## src/rtl/grid_cursor_ctrl.sv

```systemverilog
// Pushbutton front-end for the 3x3 grid: sync, debounce, press detect, wrapping cursor moves.
// Define GRID_CURSOR_AUTOREPEAT_EN to build the hold-to-repeat counter.
module grid_cursor_ctrl #(
   parameter int unsigned DEBOUNCE_CYCLES = 250000,
   parameter bit          BTN_ACTIVE_LOW  = 1'b1,
   parameter int unsigned REPEAT_DELAY    = 12500000,
   parameter int unsigned REPEAT_PERIOD   = 5000000
) (
   input  logic       clk,
   input  logic       rst_n,
   input  logic       Btn_UP,
   input  logic       Btn_Down,
   input  logic       Btn_Left,
   input  logic       Btn_Right,
   output logic [1:0] cur_row,
   output logic [1:0] cur_col,
   output logic [3:0] cell_idx,
   output logic       move_pulse,
   output logic [1:0] move_dir,
   output logic [3:0] btn_state
);

   localparam int unsigned NBTN  = 4;
   localparam int unsigned CNT_W = $clog2(DEBOUNCE_CYCLES);

   if (DEBOUNCE_CYCLES < 2 || REPEAT_DELAY < 1 || REPEAT_PERIOD < 1) begin : g_param_err
      $error("grid_cursor_ctrl: DEBOUNCE_CYCLES must be >= 2 and repeat timings >= 1");
   end

   // Button vectors are ordered {up, down, left, right}
   logic [NBTN-1:0] raw_c, norm_c;
   logic [NBTN-1:0] sync1_q, sync2_q;
   logic [NBTN-1:0] deb_q, deb_d, deb_prev_q;
   logic [CNT_W-1:0] cnt_q [NBTN];
   logic [CNT_W-1:0] cnt_d [NBTN];
   logic [NBTN-1:0] press_q;
   logic [NBTN-1:0] rpt_c;
   logic [NBTN-1:0] event_c;

   logic [1:0] row_q, row_d, col_q, col_d, dir_q, dir_d;
   logic [3:0] idx_q, idx_d;
   logic       pulse_q, pulse_d;

   assign raw_c  = {Btn_UP, Btn_Down, Btn_Left, Btn_Right};
   assign norm_c = BTN_ACTIVE_LOW ? ~raw_c : raw_c;

   // Per-button debounce: level flips after DEBOUNCE_CYCLES consecutive differing samples
   always_comb begin
      deb_d = deb_q;
      for (int b = 0; b < NBTN; b++) begin
         cnt_d[b] = '0;
         if (sync2_q[b] != deb_q[b]) begin
            if (cnt_q[b] == CNT_W'(DEBOUNCE_CYCLES - 1)) begin
               deb_d[b] = ~deb_q[b];
            end else begin
               cnt_d[b] = cnt_q[b] + CNT_W'(1);
            end
         end
      end
   end

`ifdef GRID_CURSOR_AUTOREPEAT_EN
   localparam int unsigned HOLD_MAX = (REPEAT_DELAY > REPEAT_PERIOD) ? REPEAT_DELAY : REPEAT_PERIOD;
   localparam int unsigned HOLD_W   = $clog2(HOLD_MAX + 1);

   logic [HOLD_W-1:0] hold_cnt_q, hold_cnt_d, hold_lim_c;
   logic              hold_act_q, hold_act_d, hold_first_q, hold_first_d;
   logic [NBTN-1:0]   hold_btn_q, hold_btn_d;
   logic              single_c;

   assign single_c   = (deb_q != '0) && ((deb_q & (deb_q - NBTN'(1))) == '0);
   assign hold_lim_c = hold_first_q ? HOLD_W'(REPEAT_DELAY - 1) : HOLD_W'(REPEAT_PERIOD - 1);

   // Hold counter runs only while the same single button stays the only one pressed
   always_comb begin
      hold_cnt_d   = hold_cnt_q;
      hold_act_d   = hold_act_q;
      hold_first_d = hold_first_q;
      hold_btn_d   = hold_btn_q;
      rpt_c        = '0;
      if (press_q != '0 && single_c && press_q == deb_q) begin
         hold_act_d   = 1'b1;
         hold_first_d = 1'b1;
         hold_cnt_d   = '0;
         hold_btn_d   = deb_q;
      end else if (hold_act_q && deb_q == hold_btn_q) begin
         if (hold_cnt_q == hold_lim_c) begin
            rpt_c        = hold_btn_q;
            hold_cnt_d   = '0;
            hold_first_d = 1'b0;
         end else begin
            hold_cnt_d = hold_cnt_q + HOLD_W'(1);
         end
      end else begin
         hold_act_d = 1'b0;
         hold_cnt_d = '0;
      end
   end

   always_ff @(posedge clk) begin
      if (!rst_n) begin
         hold_cnt_q   <= '0;
         hold_act_q   <= 1'b0;
         hold_first_q <= 1'b0;
         hold_btn_q   <= '0;
      end else begin
         hold_cnt_q   <= hold_cnt_d;
         hold_act_q   <= hold_act_d;
         hold_first_q <= hold_first_d;
         hold_btn_q   <= hold_btn_d;
      end
   end
`else
   assign rpt_c = '0;
`endif

   assign event_c = press_q | rpt_c;

   // Single winning move per cycle, priority up > down > left > right
   always_comb begin
      row_d   = row_q;
      col_d   = col_q;
      dir_d   = dir_q;
      pulse_d = 1'b0;
      if (event_c[3]) begin
         row_d   = (row_q == 2'd0) ? 2'd2 : row_q - 2'd1;
         dir_d   = 2'd0;
         pulse_d = 1'b1;
      end else if (event_c[2]) begin
         row_d   = (row_q == 2'd2) ? 2'd0 : row_q + 2'd1;
         dir_d   = 2'd1;
         pulse_d = 1'b1;
      end else if (event_c[1]) begin
         col_d   = (col_q == 2'd0) ? 2'd2 : col_q - 2'd1;
         dir_d   = 2'd2;
         pulse_d = 1'b1;
      end else if (event_c[0]) begin
         col_d   = (col_q == 2'd2) ? 2'd0 : col_q + 2'd1;
         dir_d   = 2'd3;
         pulse_d = 1'b1;
      end
      idx_d = 4'(row_d) * 4'd3 + 4'(col_d);
   end

   always_ff @(posedge clk) begin
      if (!rst_n) begin
         sync1_q    <= '0;
         sync2_q    <= '0;
         deb_q      <= '0;
         deb_prev_q <= '0;
         press_q    <= '0;
         for (int b = 0; b < NBTN; b++) cnt_q[b] <= '0;
         row_q      <= 2'd1;
         col_q      <= 2'd1;
         idx_q      <= 4'd4;
         dir_q      <= 2'd0;
         pulse_q    <= 1'b0;
      end else begin
         sync1_q    <= norm_c;
         sync2_q    <= sync1_q;
         deb_q      <= deb_d;
         deb_prev_q <= deb_q;
         press_q    <= deb_q & ~deb_prev_q;
         for (int b = 0; b < NBTN; b++) cnt_q[b] <= cnt_d[b];
         row_q      <= row_d;
         col_q      <= col_d;
         idx_q      <= idx_d;
         dir_q      <= dir_d;
         pulse_q    <= pulse_d;
      end
   end

   assign cur_row    = row_q;
   assign cur_col    = col_q;
   assign cell_idx   = idx_q;
   assign move_pulse = pulse_q;
   assign move_dir   = dir_q;
   assign btn_state  = deb_q;

endmodule

```

## config.mk

```make
export PLATFORM = sky130hd
export DESIGN_NAME = grid_cursor_ctrl
export DESIGN_NICKNAME = d
export VERILOG_FILES = /design/src/rtl/grid_cursor_ctrl.sv
export SDC_FILE = /design/constraint.sdc
export NUM_CORES = 1
export LEC_CHECK = 0
export BUFFER_PORTS_ARGS = -buffer_cell sky130_fd_sc_hd__buf_4
export CAP_MARGIN = 0
export CORE_MARGIN = 2
export CORE_UTILIZATION = 55
export CTS_BUF_LIST = sky130_fd_sc_hd__clkbuf_4
export DETAILED_ROUTE_END_ITERATION = 10
export PLACE_DENSITY = 0.73
export SYNTH_ARGS = -nofsm -noshare
export SYNTH_HDL_FRONTEND = slang
export SYNTH_SLANG_ARGS = --single-unit
```

## constraint.sdc

```tcl
create_clock -name clk -period 3.39 [get_ports clk]
set_input_delay 0.339 -clock clk [delete_from_list [all_inputs] [get_ports clk]]
set_output_delay 0.339 -clock clk [all_outputs]
set_load 0.01 [all_outputs]
```

==> impl_metrics.toml, run 1 <==
[floorplan]
initial_core_util_pct = 57.3
fp.dieArea_um2 = 8870
die_w_um = 94.2
design.portCount = 21
core.rowCount = 32
die_y_um = 94.2
core-area_um2 = 7810

[yosys]
postSynthAreaPerCell_um2 = 9.03
synth_seq_area_share_pct = 46.1
postSynthCellCount = 495
yosys_synthesis_warning_count = 0
synthesis.nets = 515
postSynthRegisterBits = 103
synth_cell_type_count = 45
synthesis.area_um2 = 4470

[status]
status = "finished, final reports clean"

[grt]
grt_antenna_before_repair = 0
grt_max_degree = 28
number_of_global_route_vias_before_repair = 3083
grt_overflow = 0
globalRouteTotalUtil_pct = 19.2
wire_length_of_the_first_global_routing_pass_um = 13600

[clocking]
postCtsSetupBuffers = 0
ctsHtreeMaxLevel = 3
cts.sinks = 103
clk_path_buf_depth = 2
root_buffer = "sky130_fd_sc_hd__clkbuf_4"
ctsResizeCount = 0
tritoncts = "done"
cts_inserted_buffers = 9
ctsHoldBuffers = 1
clk_transition_reported_paths_ps = 150
clock_insertion_delay_worst_skew_ps = 440

[sta]
maxSlewViolCount = 0
fin_setup_tns_ps = 0
grt_setup_unrepaired = "false"
worst_setup_slack_final_ps = 837
final_hold_viol_count = 0
timing.max_slew.rel_slack_pct = 37.3
timing.clock.skew_ps = 9.90
fmax_mhz = 392
setup_violations = 0
fin_crit_sh_pct = 75.3
clock_period_minus_worst_slack_ps = 2550
timing_worst_slew_pin_value_ps = 937

[placed_design]
dp_cells = 606
gp_congestion = 0.816
io_buffers = 20
place_ws_ps = 864
post_detailed_placement_half_perimeter_wirelength_um = 5510

[power_and_ir_drop]
total_power_mw = 1.86
power.density_nw_per_um2 = 383
vdd_drop_max_v = 0.000243
power_leakage_nw = 1.58

[detailed_routing]
vias_per_cell = 5.44
drt_pre_antenna_iters = 6
dr_total_vias = 3397
wirelength_um = 7780
drt_first_iter_violations = 140
drcViolationCount = 0
detailed_route_wire_length_per_cell_um = 12.4
postRouteAntennaNets = 0

[finish]
area_growth_syn_to_layout_pct = 8.79
final_cell_mix = "sky130_fd_sc_hd__dfxtp_1, sky130_fd_sc_hd__nor2_1, sky130_fd_sc_hd__xnor2_1, sky130_fd_sc_hd__nand2_1, sky130_fd_sc_hd__nor4_1"
drive_above_1_share_pct = 9.18
finish.net_count = 538
util_after_layout_pct = 62.3
antenna_cells = 0
fin_cells = 625
mostFrequentLayoutCell = "sky130_fd_sc_hd__dfxtp_1"

[critical_path]
critical_path_sink_type = "flop"
timing.critical_path.arrival_ps = 2890
startpoint_type = "flop"
cp.required_ps = 3720
critical_path_class = "flop to flop"
critPathMaxFanout = 4

[worst_hold_path]
worst_hold_path_type = "input port to flop"

[flow_run]
max_cap_viol_count = 0
==> cell families (layout without fill, tap and decap cells) <==
logic type                 after synthesis  count (layout)  share of synthesized area [%]
DFF                                    103             103                           46.1
AOI/OAI and AO/OA                       28              28                           4.70
adders and majority gates               14              14                           4.25
xor gates and xnor gates                62              62                           12.1
buffers and inverters                   34              62                           3.05
and+or+nand+nor                        250             250                           28.8
muxes                                    4               4                          0.896
==> cell usage after synthesis (all sizes together) <==
library cell / instances / area [µm²]
clkbuf: 7 / 27.5
ha: 12 / 150
nor3b: 2 / 15.0
a21boi: 1 / 7.51
mux2i: 4 / 40.0
o21ai: 4 / 20.0
xnor2: 45 / 394
o22ai: 1 / 6.26
nor4b: 5 / 43.8
nand4: 21 / 144
nand2b: 3 / 18.8
inv: 23 / 86.3
nor4: 26 / 163
nand2: 30 / 113
nand4b: 1 / 8.76
or2: 3 / 18.8
nand3b: 3 / 22.5
nor2: 93 / 349
dfxtp: 103 / 2060
buf: 4 / 22.5
o41ai: 3 / 45.1
o21bai: 1 / 7.51
or3: 6 / 42.5
nor2b: 2 / 12.5
or4: 3 / 22.5
and4: 3 / 26.3
xor2: 17 / 149
and2: 9 / 56.3
o31ai: 3 / 22.5
o211ai: 2 / 25.0
o311a: 1 / 10.0
nand3: 26 / 153
a211oi: 1 / 7.51
nor3: 12 / 60.1
a31o: 1 / 8.76
a21oi: 10 / 50.1
fa: 2 / 40.0
or4b: 2 / 20.0
==> cell type report <==
type / instances / area, µm²
fill: 677 / 2940
multi-input combinational: 358 / 2270
sequential: 103 / 2060
timing repair buffer: 23 / 180
tap: 102 / 128
inverter: 23 / 86.3
clock buffer: 10 / 75.1
clock inverter: 6 / 60.1
==> path summary, 6_finish.rpt <==
path	from	endpoint	slack (ps)	cells past startpoint
max	cur_row[0]	cell_idx[2]	840	9
min	Btn_Down	sync1_q[2]	50	2
max reg2reg	cur_row[0]	cell_idx[2]	840	9
min reg2reg	deb_prev_q[2]	event_c[2]	400	1
==> through the flow <==
step / hold WS (ps) / cell area, µm²
after floorplan: 368 / 4470
after global placement: 375 / 4700
after detailed placement: 378 / 4700
after CTS: 6.27 / 4840
final: 50.7 / 4860
after global routing: 4.38 / 4860
==> state kept, by name, indices dropped and copies added (netlist names) <==
signal	count
btn_state	4
move_pulse	1
cell_idx	4
cnt_q	72
sync2_q	4
event_c	4
sync1_q	4
cur_col	2
move_dir	2
cur_row	2
deb_prev_q	4
==> metal layers <==
metal | routed length [µm] | part of all wire [%] | GRT usage [%] | up-vias
li1 | - | - | - | 1756
met1 | 3790 | 49 | 24.6 | 1571
met2 | 3560 | 46 | 31.6 | 62
met3 | 332 | 4.3 | 5.54 | 8
met4 | 90 | 1.2 | 5.19 | 0
met5 | 0 | 0 | 0 | -
==> power by group <==
part           leakage, nW  switching (mW)  internal (mW)
registers            0.831         0.00313           1.22
logic                0.678          0.0161         0.0114
clock network       0.0742           0.384          0.232
==> critical path: stages (launching register included) <==
cell and delay, ps:
sky130_fd_sc_hd__dfxtp_1 400, sky130_fd_sc_hd__inv_1 90, sky130_fd_sc_hd__ha_1 290, sky130_fd_sc_hd__a21oi_1 260
sky130_fd_sc_hd__inv_1 90, sky130_fd_sc_hd__fa_1 480, sky130_fd_sc_hd__inv_1 40, sky130_fd_sc_hd__ha_1 200
sky130_fd_sc_hd__fa_1 450, sky130_fd_sc_hd__nand2b_1 150
(Power assumes the default switching activity.)
==> run 2: changes to the inputs <==
Clock period 3.39 ns to 2.6 ns, I/O delays scaled along.
==> run 2 against run 1 <==
  * Sequential power up 30%
  * Register-to-register slack worse by 720 ps
  * Design area up 1.5%
  * Final cell count up 1.1%
  * Critical endpoint unchanged
  * Critical path type unchanged
  * Largest power group unchanged
==> impl_metrics.toml, run 2 (same netlist as run 1, synthesis figures left out) <==
[detailed_routing]
vias_per_cell = 5.39
drcViolationCount = 0
wirelength_um = 7980
drt_first_iter_violations = 95
detailed_route_wire_length_per_cell_um = 12.6
postRouteAntennaNets = 0
dr_total_vias = 3405
drt_pre_antenna_iters = 4

[clocking]
root_buffer = "sky130_fd_sc_hd__clkbuf_4"
cts.sinks = 103
clk_path_buf_depth = 2
clk_transition_reported_paths_ps = 150
tritoncts = "done"
clock_insertion_delay_worst_skew_ps = 430
postCtsSetupBuffers = 0
cts_inserted_buffers = 9
ctsHtreeMaxLevel = 3

[floorplan]
core.rowCount = 32
design.portCount = 21
fp.dieArea_um2 = 8870
die_y_um = 94.2
die_w_um = 94.2
core-area_um2 = 7810
initial_core_util_pct = 57.3

[power_and_ir_drop]
total_power_mw = 2.42
vdd_drop_max_v = 0.000378
power_leakage_nw = 1.62
power.density_nw_per_um2 = 490

[grt]
globalRouteTotalUtil_pct = 19.5
grt_max_degree = 28
number_of_global_route_vias_before_repair = 3087
grt_antenna_before_repair = 0
grt_overflow = 0
globalRouteMet3Util_pct = 4.41
wire_length_of_the_first_global_routing_pass_um = 13900
global_route.usage.met1_pct = 26.4
grt_most_used_layer = "met2"
met2_usage_pct = 30.9

[finish]
register_cell_area_after_layout_um2 = 2070
finish.net_count = 546
antenna_cells = 0
final_cell_mix = "sky130_fd_sc_hd__dfxtp_1, sky130_fd_sc_hd__nor2_1, sky130_fd_sc_hd__xnor2_1, sky130_fd_sc_hd__nand2_1, sky130_fd_sc_hd__buf_4"
largest-register = "cnt_q"
area_growth_syn_to_layout_pct = 10.4
util_after_layout_pct = 63.2
final_design_area_excluding_fillers_um2 = 4940
fillerInstances = 703
mostFrequentLayoutCell = "sky130_fd_sc_hd__dfxtp_1"
largest_register_ffs = 72
drive_above_1_share_pct = 11.3
multiInputGateArea_um2 = 2290

[sta]
fin_crit_sh_pct = 95.5
worst_setup_slack_final_ps = 118
timing_worst_slew_pin_value_ps = 524
fin_setup_tns_ps = 0
final_hold_viol_count = 0
timing.max_slew.rel_slack_pct = 64.8
maxSlewViolCount = 0
timing.clock.skew_ps = 14.4
fmax_mhz = 403
clock_period_minus_worst_slack_ps = 2480
setup_violations = 0

[placed_design]
io_buffers = 20
gp_congestion = 0.848
post_detailed_placement_half_perimeter_wirelength_um = 5660
detailed_place.area_um2 = 4750
place_ws_ps = 13.3

[critical_path]
reg_to_reg_endpoint = "cell_idx[2]"
worst_setup_path_startpoint = "cur_row[1]"
regToRegSetupSlack_ps = 120
crit_path_end = "cell_idx[2]"
critical_path_class = "flop to flop"
rr_startpoint = "cur_row[1]"
timing.critical_path.arrival_ps = 2820
cp.required_ps = 2930
critPathMaxFanout = 4
rr_worst_depth = 9
critical_path_sink_type = "flop"
startpoint_type = "flop"

[status]
status = "finished, final reports clean"

[worst_hold_path]
worst_hold_path_type = "input port to flop"

[flow_run]
max_cap_viol_count = 0
==> run 2: cell count changes in the layout (fill, tap and decap cells not counted), moves of 2 or more <==
| cell | change |
|---|---|
| sky130_fd_sc_hd__a21oi_1 | -2 |
| sky130_fd_sc_hd__dfxtp_1 | -3 |
| sky130_fd_sc_hd__dfxtp_2 | +3 |
| sky130_fd_sc_hd__a21oi_2 | +2 |
| sky130_fd_sc_hd__buf_4 | +7 |
==> run 2: layout make-up <==
| class | instances | area share [%] |
|---|---|---|
| Multi-Input combinational cell | 358 | 46.3 |
| Sequential cell | 103 | 41.8 |
| Timing Repair Buffer | 31 | 4.92 |
| Tap cell | 102 | 2.58 |
| Inverter | 23 | 1.75 |
| Clock buffer | 9 | 1.37 |
| Clock inverter | 6 | 1.24 |
==> run 2: per-layer routing <==
metal,up-vias,routed length (µm)
li1,1762,-
met1,1578,3930
met2,56,3660
met3,9,286
met4,0,101
met5,-,0
==> run 2: critical path: stages, from the launching register on <==
cell and delay, ps:
sky130_fd_sc_hd__dfxtp_1 410, sky130_fd_sc_hd__inv_1 80, sky130_fd_sc_hd__ha_1 290, sky130_fd_sc_hd__a21oi_2 210, sky130_fd_sc_hd__inv_1 80, sky130_fd_sc_hd__fa_1 490
sky130_fd_sc_hd__inv_1 40, sky130_fd_sc_hd__ha_1 210, sky130_fd_sc_hd__fa_1 440, sky130_fd_sc_hd__nand2b_1 140
==> run 2: how the worst min path moves through the flow <==
stage | cells past startpoint | slack [ps] | from | endpoint
floorplan | 1 | 330 | Btn_UP | sync1_q[3]
global placement | 1 | 370 | deb_prev_q[2] | event_c[2]
detailed placement | 1 | 380 | deb_prev_q[3] | event_c[3]
CTS | 2 | 110 | rst_n | cur_row[0]
global route | 2 | 110 | rst_n | cur_row[0]
finish | 2 | 140 | rst_n | cur_row[0]
==> run 2: through the flow <==
step,hold slack [ps],instances
global route,112,632
detailed placement,377,613
CTS,115,632
floorplan,327,495
global placement,375,613
finish,142,632
==> run 2: where the power goes <==
part           internal (mW)  leakage, nW  total [mW]  switching (mW)
clock                  0.288       0.0736       0.788           0.499
sequential              1.59        0.831        1.59         0.00420
combinational         0.0172        0.714      0.0389          0.0217
==> run 2: what timing repair did <==
| item | 4_1_cts | 5_1_grt |
|---|---|---|
| hold buffers | 4 | 0 |
| setup endpoints to repair | 1 | 1 |
| gates resized for setup | 1 | 5 |
| hold endpoints to repair | 4 | 0 |
